### src/rtl/pipe_skid_reg.sv
// pipe_skid_reg: elastic pipeline register with a 2-entry skid buffer.
//
// Sits between pipeline stages and carries a DATA_W payload plus a TAG_W destination
// tag with valid/ready handshakes on both sides. Upstream ready comes straight from a
// register, so out_ready never reaches in_ready combinationally. A synchronous flush
// kills every held entry and presents the bubble values.
//
// Ports:
//   clk        clock, all state on rising edge
//   rst        asynchronous active-high reset
//   flush      synchronous kill of all held entries
//   in_valid   upstream entry valid
//   in_ready   block can accept an entry this cycle (registered)
//   in_data    upstream payload
//   in_tag     upstream tag
//   out_valid  output entry valid
//   out_ready  downstream accepts this cycle
//   out_data   output payload (registered)
//   out_tag    output tag (registered)
//   occupancy  entries held, 0..2 (registered)
//
// Optional feature, macro PIPE_SKID_PERF_CNT_EN:
//   stall_cnt  saturating count of cycles with out_valid & !out_ready
//   bubble_cnt saturating count of flushes that discard at least one entry
module pipe_skid_reg #(
  parameter int unsigned       DATA_W      = 32,
  parameter int unsigned       TAG_W       = 8,
  parameter logic [DATA_W-1:0] BUBBLE_DATA = '0,
  parameter logic [TAG_W-1:0]  BUBBLE_TAG  = TAG_W'('hF)
) (
  input  logic              clk,
  input  logic              rst,
  input  logic              flush,
  input  logic              in_valid,
  output logic              in_ready,
  input  logic [DATA_W-1:0] in_data,
  input  logic [TAG_W-1:0]  in_tag,
  output logic              out_valid,
  input  logic              out_ready,
  output logic [DATA_W-1:0] out_data,
  output logic [TAG_W-1:0]  out_tag,
`ifdef PIPE_SKID_PERF_CNT_EN
  output logic [15:0]       stall_cnt,
  output logic [15:0]       bubble_cnt,
`endif
  output logic [1:0]        occupancy
);

  typedef enum logic [1:0] {StEmpty, StOne, StFull} state_e;

  state_e            stateQ, stateD;
  logic [DATA_W-1:0] mainDataQ, mainDataD, skidDataQ, skidDataD;
  logic [TAG_W-1:0]  mainTagQ, mainTagD, skidTagQ, skidTagD;
  logic              inReadyQ, inReadyD;
  logic              outValidQ, outValidD;
  logic [1:0]        occQ, occD;
  logic              accept, pop;

  assign accept = in_valid & inReadyQ;
  assign pop    = outValidQ & out_ready;

  always_comb begin
    stateD    = stateQ;
    mainDataD = mainDataQ;
    mainTagD  = mainTagQ;
    skidDataD = skidDataQ;
    skidTagD  = skidTagQ;

    case (stateQ)
      StEmpty: begin
        if (accept) begin
          stateD    = StOne;
          mainDataD = in_data;
          mainTagD  = in_tag;
        end
      end
      StOne: begin
        if (accept && !pop) begin
          stateD    = StFull;
          skidDataD = in_data;
          skidTagD  = in_tag;
        end else if (accept && pop) begin
          mainDataD = in_data;
          mainTagD  = in_tag;
        end else if (pop) begin
          stateD    = StEmpty;
          mainDataD = BUBBLE_DATA;
          mainTagD  = BUBBLE_TAG;
        end
      end
      StFull: begin
        // in_ready is low here, so only a pop can move the state.
        if (pop) begin
          stateD    = StOne;
          mainDataD = skidDataQ;
          mainTagD  = skidTagQ;
        end
      end
      default: begin
        stateD    = StEmpty;
        mainDataD = BUBBLE_DATA;
        mainTagD  = BUBBLE_TAG;
      end
    endcase

    // Flush wins over everything: any accept this cycle is killed, a pop still counts.
    if (flush) begin
      stateD    = StEmpty;
      mainDataD = BUBBLE_DATA;
      mainTagD  = BUBBLE_TAG;
    end

    inReadyD  = (stateD != StFull);
    outValidD = (stateD != StEmpty);
    case (stateD)
      StOne:   occD = 2'd1;
      StFull:  occD = 2'd2;
      default: occD = 2'd0;
    endcase
  end

  always_ff @(posedge clk or posedge rst) begin
    if (rst) begin
      stateQ    <= StEmpty;
      mainDataQ <= BUBBLE_DATA;
      mainTagQ  <= BUBBLE_TAG;
      skidDataQ <= BUBBLE_DATA;
      skidTagQ  <= BUBBLE_TAG;
      inReadyQ  <= 1'b1;
      outValidQ <= 1'b0;
      occQ      <= 2'd0;
    end else begin
      stateQ    <= stateD;
      mainDataQ <= mainDataD;
      mainTagQ  <= mainTagD;
      skidDataQ <= skidDataD;
      skidTagQ  <= skidTagD;
      inReadyQ  <= inReadyD;
      outValidQ <= outValidD;
      occQ      <= occD;
    end
  end

  assign in_ready  = inReadyQ;
  assign out_valid = outValidQ;
  assign out_data  = mainDataQ;
  assign out_tag   = mainTagQ;
  assign occupancy = occQ;

`ifdef PIPE_SKID_PERF_CNT_EN
  logic [15:0] stallCntQ, bubbleCntQ;
  logic [2:0]  lostN;

  // Entries killed by a flush: held ones not popped, plus one accepted alongside it.
  assign lostN = 3'(occQ) - 3'(pop) + 3'(accept);

  always_ff @(posedge clk or posedge rst) begin
    if (rst) begin
      stallCntQ  <= '0;
      bubbleCntQ <= '0;
    end else begin
      if (outValidQ && !out_ready && (stallCntQ != 16'hFFFF)) begin
        stallCntQ <= stallCntQ + 16'd1;
      end
      if (flush && (lostN != 3'd0) && (bubbleCntQ != 16'hFFFF)) begin
        bubbleCntQ <= bubbleCntQ + 16'd1;
      end
    end
  end

  assign stall_cnt  = stallCntQ;
  assign bubble_cnt = bubbleCntQ;
`endif

endmodule

### config.mk
export PLATFORM = sky130hd
export DESIGN_NAME = pipe_skid_reg
export DESIGN_NICKNAME = d
export VERILOG_FILES = /design/src/rtl/pipe_skid_reg.sv
export SDC_FILE = /design/constraint.sdc
export NUM_CORES = 1
export LEC_CHECK = 0
export ABC_CLOCK_PERIOD_IN_PS = 4700
export CORE_MARGIN = 2
export CORE_UTILIZATION = 56
export CTS_CLUSTER_DIAMETER = 150
export DETAILED_ROUTE_END_ITERATION = 8
export HOLD_SLACK_MARGIN = 0.06
export PLACE_DENSITY = 0.87
export SYNTH_ARGS = -nofsm -noshare
export SYNTH_HDL_FRONTEND = slang
export SYNTH_SLANG_ARGS = --single-unit
export TNS_END_PERCENT = 5
### constraint.sdc
create_clock -name clk -period 4.7 [get_ports clk]
set_input_delay 0.705 -clock clk [delete_from_list [all_inputs] [get_ports clk]]
set_output_delay 0.705 -clock clk [all_outputs]
set_load 0.01 [all_outputs]
==> flow_summary.ini, run 1 <==
[outcome]
status = completed

[logic_synthesis]
synth_nets = 470
synthSimpleGateAreaFrac_pct = 8.23
synthXorXnorAreaFrac_pct = 0
yosysUniqueCellTypes = 32
ys_warn_count = 0
synth_seq_area_share_pct = 49.0
synth_top_family_by_area = multiplexers
syn_inst = 425
synth-seq-cells = 86
synth.area.mux_share_pct = 20.3
syn-cell-area_mm2 = 0.00441
synth_fa_ha_area_share_pct = 0
synth-compound-area-share_pct = 16.7
syn_area_per_cell_um2 = 10.4

[final_layout]
mostFrequentLayoutCell = clkdlybuf4s50_1
nets = 539
diodes = 0
filler_cell_count = 589
final_cell_mix = clkdlybuf4s50_1, dfrtp_1, mux2_2
seq_area_mm2 = 0.00217
drive_gt1_share_pct = 16.2
syn_to_final_growth_pct = 24.5
multiInputGateArea_mm2 = 0.00201

[route]
wirelength_mm = 10.8
drt_iter0_drc = 216
drt_first_pass_iters = 4
routedWlPerCell_um = 17.9
drc_errors = 0
via_count = 3582
ant_nets = 0
drt-vias-per-instance = 5.96

[setup_path]
arrival_ps = 3000
r2r_slack_ps = 1950
critPathKind = reg2reg
crit_fanout = 46
cp-start-kind = flip-flop
r2r_start = stateQ[0]
reg2regPathDepth = 4
endpoint_kind = flip-flop
rr_endpoint = skidTagQ[6]
cp.required_ps = 4940

[power]
p_leak_nw = 2.22
p_per_area_mw_per_mm2 = 374
power.total_mw = 2.05
ir_worst_vdd_mv = 0.254

[grt]
grt_pass1_vias = 3648
grt_usage_pct = 25.9
grt_max_degree = 63
gr-total-overflow = 0
grt_pass1_wl_mm = 17.6
antenna_found_initial = 0

[flow_run]
drv_cap = 0

[timing]
finalClockSkew_ps = 5.97
fin_setup_tns_ps = 0
setup_violations = 0
period_minus_slack_ps = 2750
fin_crit_sh_pct = 58.6
tightest_slew_ps = 1030
fmax_mhz = 363
slew_violations = 0
rsz0062_at_grt = false
slew-limit-headroom_pct = 31.1
hold_violations = 0

[min_path]
hp-class = reg2reg
hold_path_end = skidDataQ[2]
hold_path_depth = 1
hp-start = skidDataQ[2]

[cts]
clock-root-buffer = clkbuf_8
clock_path_buffers = 2
clk_pin_slew_ps = 80
h-tree-depth = 3
cts_tree = done
hold_buffers = 0
clock-sinks = 86
cts.repair.resized = 0
cts_setup_buffers = 0
cts_buffers = 9
clock_latency_ps = 350

[floorplan]
core.rowCount = 32
die_height_um = 92.7
core-area_mm2 = 0.00769
die_w_um = 92.7
io_pins = 89
floorplan.initialDensity_pct = 57.4
die_area_mm2 = 0.00860

[placement]
dp_hpwl_mm = 6.75
port_buffers = 88
gp_congestion = 0.829
## state kept, by name, indices dropped and copies added, names as in the netlist
register and flops:
out_tag 8, out_data 32, skidDataQ 32, out_valid 1
occupancy 2, skidTagQ 8, in_ready 1, stateQ 2
## critical path, stage by stage, from the launching register on
cell and delay [ps]:
dfrtp_2 1020, nand2_1 280, nor2_4 530, buf_4 410, mux2_2 380
## metal layers
layer	vias to the layer above	wire length, um	track usage [%]
met5	-	0	0
met1	1785	4470	33.2
met4	0	137	7.72
li1	1654	-	-
met2	127	5400	44.0
met3	16	754	6.10
## metrics by stage
stage                     instance area [um^2]  utilization [%]  hold slack [ps]  setup slack (ps)  std cells
after floorplan                           4410                -              480              1790        425
final                                     5490             71.4              514              1950        601
after global placement                    5320             69.2              489              1660        585
after global routing                      5490             71.4              527              1830        601
after CTS                                 5490             71.4              515              1960        601
after detailed placement                  5320             69.2              496              1600        585
## cells in the mapped netlist, drive strengths merged
cell type / instances / area [um^2]
nor3b: 1 / 18.8
and2: 1 / 6.26
inv: 24 / 90.1
nor2b: 1 / 6.26
and3b: 1 / 8.76
nand4b: 1 / 8.76
a21o: 1 / 7.51
o21bai: 2 / 18.8
nor4: 4 / 25.0
nand4: 1 / 6.26
a211oi: 3 / 35.0
nand3b: 1 / 7.51
and3: 16 / 100
nand2: 28 / 105
o21ai: 50 / 250
nand2b: 1 / 6.26
o221ai: 1 / 15.0
dfrtp: 77 / 1930
buf: 18 / 92.6
a21oi: 43 / 215
dfstp: 9 / 236
nor2: 17 / 63.8
mux2: 44 / 495
mux2i: 40 / 400
o32ai: 22 / 193
clkbuf: 18 / 71.3
## how the worst max path moves through the flow
stage                          from             to  slack, ps  depth (start not counted)
after floorplan                 rst   occupancy[0]       1790                          1
after global placement     in_valid  skidDataQ[17]       1660                          6
after detailed placement   in_valid    skidTagQ[6]       1600                          6
after CTS                 stateQ[0]   skidDataQ[7]       1960                          4
after global routing      stateQ[0]   skidDataQ[7]       1830                          4
final                     stateQ[0]    skidTagQ[6]       1950                          4
## layout make-up
cell class	instances	area share (%)
clock inverter	3	0.365
clock buffer	13	2.71
sequential	86	39.5
tap	102	2.33
timing repair buffer	94	16.8
inverter	24	1.66
multi-input combinational	279	36.7
## logic make-up (layout without fill, tap and decap cells)
group,Yosys count,after routing
multiplexers,84,84
buffers and inverters,60,134
flip-flops,86,86
AND/OR/NAND/NOR,73,73
AO/OA/AOI/OAI,122,122
## report_power, final
part	switching (mW)	internal [mW]	leakage (nW)
clock	0.257	0.206	0.0796
combinational	0.240	0.294	1.06
sequential	0.120	0.936	1.08
total	0.617	1.44	2.22
No activity file was read; power rests on OpenSTA's default activity.
==> run 2, diff against run 1 <==
--- a/config.mk
+++ b/config.mk
@@ -5,13 +5,13 @@
 export SDC_FILE = /design/constraint.sdc
 export NUM_CORES = 1
 export LEC_CHECK = 0
-export ABC_CLOCK_PERIOD_IN_PS = 4700
+export ABC_CLOCK_PERIOD_IN_PS = 2430
 export CORE_MARGIN = 2
-export CORE_UTILIZATION = 56
+export CORE_UTILIZATION = 47
 export CTS_CLUSTER_DIAMETER = 150
 export DETAILED_ROUTE_END_ITERATION = 8
 export HOLD_SLACK_MARGIN = 0.06
-export PLACE_DENSITY = 0.87
+export PLACE_DENSITY = 0.78
 export SYNTH_ARGS = -nofsm -noshare
 export SYNTH_HDL_FRONTEND = slang
 export SYNTH_SLANG_ARGS = --single-unit
==> constraint.sdc (replaced) <==
create_clock -name clk -period 2.43 [get_ports clk]
set_input_delay 0.3645 -clock clk [delete_from_list [all_inputs] [get_ports clk]]
set_output_delay 0.3645 -clock clk [all_outputs]
set_load 0.01 [all_outputs]
==> run 2 against run 1 <==
  * Clock skew grew 1.0 ps
  * Via count increased by 1.1%
  * Non-clock buffer count rose by 9
  * Cell count grew 3.0%
  * Final area increased by 2.8%
  * Sequential cell count is the same
  * Largest cell class unchanged
  * Sequential power is 91% higher
  * Combinational power up 100%
==> flow_summary.ini, run 2 (synthesis results as in run 1) <==
[route]
top_layer = met4
drt_first_pass_iters = 4
via_count = 3622
route.met3.wl_um = 621
wirelength_mm = 11.1
drt-met1-wl_mm = 5.01
wl_met2_mm = 5.24
drc_errors = 0
drt-vias-per-instance = 5.85
routedWlPerCell_um = 17.9
ant_nets = 0
drt_iter0_drc = 174

[floorplan]
floorplan.initialDensity_pct = 48.2
core-area_mm2 = 0.00915
die_height_um = 101
die_w_um = 101
io_pins = 89
die_area_mm2 = 0.0102
core.rowCount = 35

[grt]
grt_max_degree = 87
antenna_found_initial = 0
grt_pass1_vias = 3606
gr-total-overflow = 0
grt_usage_pct = 22.7
grt_pass1_wl_mm = 18.1

[timing]
fin_setup_tns_ps = 0
finalClockSkew_ps = 7.00
fmax_mhz = 494
period_minus_slack_ps = 2020
hold_violations = 0
setup_violations = 0
worst_slack_ps = 406
slew_violations = 0
tightest_slew_ps = 731
fin_crit_sh_pct = 83.3
rsz0062_at_grt = false
slew-limit-headroom_pct = 51.2

[placement]
port_buffers = 88
gp_congestion = 0.853
place_ws_ps = 106
dp_hpwl_mm = 7.10
numPlacedInstances = 603

[flow_run]
drv_cap = 0

[final_layout]
diodes = 0
final_cell_mix = clkdlybuf4s50_1, dfrtp_1, mux2_2
nets = 548
syn_to_final_growth_pct = 28.0
mostFrequentLayoutCell = clkdlybuf4s50_1
drive_gt1_share_pct = 18.3
fin_cells = 619

[cts]
cts_buffers = 9
cts_setup_buffers = 0
clock-root-buffer = clkbuf_8
h-tree-depth = 3
clock-sinks = 86
clk_pin_slew_ps = 90
clock_path_buffers = 2
cts.repair.resized = 0
clock_latency_ps = 350
hold_buffers = 0
cts_tree = done

[setup_path]
endpoint_kind = flip-flop
arrival_ps = 2290
critPathKind = reg2reg
cp.required_ps = 2690
cp-start-kind = flip-flop
crit_fanout = 16

[min_path]
hp-class = in2reg

[power]
ir_worst_vdd_mv = 0.361
p_leak_nw = 2.30
power.total_mw = 4.19
p_per_area_mw_per_mm2 = 742

[outcome]
status = completed
## run 2: cell count changes in the layout (fill, tap and decap cells not counted), sizes merged
cell      delta
bufinv       +1
buf          +9
clkinvlp     -1
## run 2: power breakdown
| part | switching, mW | internal [mW] | total, mW |
|---|---|---|---|
| sequential | 0.213 | 1.81 | 2.02 |
| clock | 0.505 | 0.585 | 1.09 |
| combinational | 0.483 | 0.590 | 1.07 |
## run 2: critical path: stages (launching register included)
cell      delay [ps]
dfrtp_4          590
buf_4            230
nand3b_1         220
o221ai_4         330
buf_4            290
nand2_1           80
a21oi_1          190
## run 2: path summary, 6_finish.rpt
check	startpoint	to	slack, ps	cells past startpoint
min reg2reg	skidDataQ[16]	skidDataQ[16]	510	1
max	stateQ[1]	out_data[4]	410	6
min in group asynchronous	rst	out_data[9]	490	3
max in group asynchronous	rst	stateQ[1]	1570	3
max reg2reg	stateQ[1]	out_data[4]	410	6
min	flush	out_data[28]	450	2
## run 2: per-stage QoR
step           util (%)  hold WS [ps]  cell area, um^2
2_1_floorplan         -           480             4410
6_report           61.7           451             5650
5_1_grt            61.7           468             5650
4_1_cts            61.7           435             5650
3_5_place_dp       59.3           496             5430
3_3_place_gp       59.3           488             5430
## run 2: routing by layer
metal,GRT usage [%],up-vias
li1,-,1676
met1,31.4,1802
met2,35.9,127
met3,4.02,17
met4,8.11,0
met5,0,-
## run 2: area by class of cell
class | instances | area (um^2)
clock buffers | 13 | 179
clock inverters | 3 | 40.0
fillers | 771 | 3510
inverters | 24 | 93.8
multi-input cells | 279 | 2010
flip-flops and latches | 86 | 2170
well taps | 111 | 139
repair buffers | 103 | 1010
==> run 3, diff against run 2 <==
--- a/config.mk
+++ b/config.mk
@@ -5,13 +5,13 @@
 export SDC_FILE = /design/constraint.sdc
 export NUM_CORES = 1
 export LEC_CHECK = 0
-export ABC_CLOCK_PERIOD_IN_PS = 2430
+export ABC_CLOCK_PERIOD_IN_PS = 1980
 export CORE_MARGIN = 2
-export CORE_UTILIZATION = 47
+export CORE_UTILIZATION = 52
 export CTS_CLUSTER_DIAMETER = 150
 export DETAILED_ROUTE_END_ITERATION = 8
 export HOLD_SLACK_MARGIN = 0.06
-export PLACE_DENSITY = 0.78
+export PLACE_DENSITY = 0.82
 export SYNTH_ARGS = -nofsm -noshare
 export SYNTH_HDL_FRONTEND = slang
 export SYNTH_SLANG_ARGS = --single-unit
==> constraint.sdc (replaced) <==
create_clock -name clk -period 1.98 [get_ports clk]
set_input_delay 0.297 -clock clk [delete_from_list [all_inputs] [get_ports clk]]
set_output_delay 0.297 -clock clk [all_outputs]
set_load 0.01 [all_outputs]
==> run 3 against run 2 <==
  * Global-route usage is 2.5 points higher
  * Sequential cell count stayed put
  * Final area is 0.82% higher
  * Maximum frequency is 8.3% higher
  * Sequential share of layout area is 0.31 points lower
  * Non-clock buffer count is 7 higher
  * Sequential power is 22% higher
  * Clock power is 5% higher
  * Wire length is 1.6% lower
  * Critical path type unchanged
  * Critical path depth stayed put
==> flow_summary.ini, run 3 (synthesis results as in run 1) <==
[cts]
h-tree-depth = 3
clock-sinks = 86
cts_buffers = 9
clock-root-buffer = clkbuf_8
cts.repair.resized = 0
clock_latency_ps = 360
hold_buffers = 0
cts_setup_buffers = 0
clk_pin_slew_ps = 90
cts_tree = done
clock_path_buffers = 2

[setup_path]
critPathTopFamily = flip-flops
cp.required_ps = 2260
cp-start-kind = flip-flop
critPathKind = reg2reg
path_cells = buf_4, nand4b_1, o221ai_4, buf_4, o21ai_0, a21oi_1
crit_path_top_delay_cell = dfrtp_4
endpoint_kind = flip-flop
cp_common_cell = buf_4
crit_buf_inv = 2
crit_fanout = 18
cpPeakStageDelay_ps = 570
arrival_ps = 2150

[final_layout]
nets = 555
final_cell_mix = clkdlybuf4s50_1, dfrtp_1, mux2_2
drive_gt1_share_pct = 19.4
mostFrequentLayoutCell = clkdlybuf4s50_1
diodes = 0
syn_to_final_growth_pct = 29.0

[grt]
grt_usage_pct = 25.2
grt_max_degree = 66
gr-total-overflow = 0
grt_pass1_wl_mm = 17.9
grt_pass1_vias = 3636
antenna_found_initial = 0

[floorplan]
die_w_um = 96.1
core.rowCount = 33
die_area_mm2 = 0.00923
floorplan.initialDensity_pct = 53.7
core-area_mm2 = 0.00822
die_height_um = 96.1
io_pins = 89

[route]
drc_errors = 0
wirelength_mm = 10.9
drt_first_pass_iters = 4
drt_iter0_drc = 235
drt-vias-per-instance = 5.88
via_count = 3645
ant_nets = 0
routedWlPerCell_um = 17.5

[timing]
slew_violations = 0
finalClockSkew_ps = 16.5
fin_crit_sh_pct = 94.4
tightest_slew_ps = 812
period_minus_slack_ps = 1870
worst_slack_ps = 111
fin_setup_tns_ps = 0
hold_violations = 0
setup_violations = 0
fmax_mhz = 535
slew-limit-headroom_pct = 45.8
rsz0062_at_grt = false

[placement]
port_buffers = 88
place_ws_ps = -92.9
gp_congestion = 0.832
dp_hpwl_mm = 7.26

[power]
power.total_mw = 4.98
ir_worst_vdd_mv = 0.451
p_per_area_mw_per_mm2 = 874
p_leak_nw = 2.32

[min_path]
hp-class = in2reg

[outcome]
status = completed

[flow_run]
drv_cap = 0
==> run 3: final timing paths <==
kind	start	end	slack [ps]	depth (start not counted)
hold reg to reg	skidDataQ[11]	skidDataQ[11]	510	1
setup / recovery	stateQ[1]	out_data[29]	110	6
min in group asynchronous	rst	out_data[4]	380	3
max in group asynchronous	rst	in_ready	1260	3
setup reg to reg	stateQ[1]	out_data[29]	110	6
hold / removal	flush	out_data[5]	280	2
==> run 3: final cells by class <==
type / count / area [um^2]
fill: 630 / 2520
sequential: 86 / 2170
inverter: 24 / 93.8
multi-input combinational: 279 / 2010
timing repair buffer: 110 / 1100
tap: 105 / 131
clock inverter: 6 / 45.0
clock buffer: 10 / 138
==> run 3: stage by stage <==
stage | hold slack (ps) | cell area (um^2) | instances | util [%]
after detailed placement | 495 | 5510 | 604 | 67.0
after CTS | 267 | 5690 | 620 | 69.3
final | 279 | 5690 | 620 | 69.3
after global placement | 488 | 5510 | 604 | 67.0
after global routing | 269 | 5690 | 620 | 69.3
after floorplan | 449 | 4410 | 425 | -
==> run 3: layer usage <==
layer	global-route usage (%)	part of all wire, %
met4	9.05	1.7
met2	40.9	51
met3	4.46	5.1
met5	0	0
met1	34.0	43
==> run 3: where the power goes <==
part | switching (mW) | leakage (nW) | internal [mW]
clock network | 0.650 | 0.0849 | 0.494
logic | 0.612 | 1.16 | 0.750
registers | 0.247 | 1.08 | 2.22
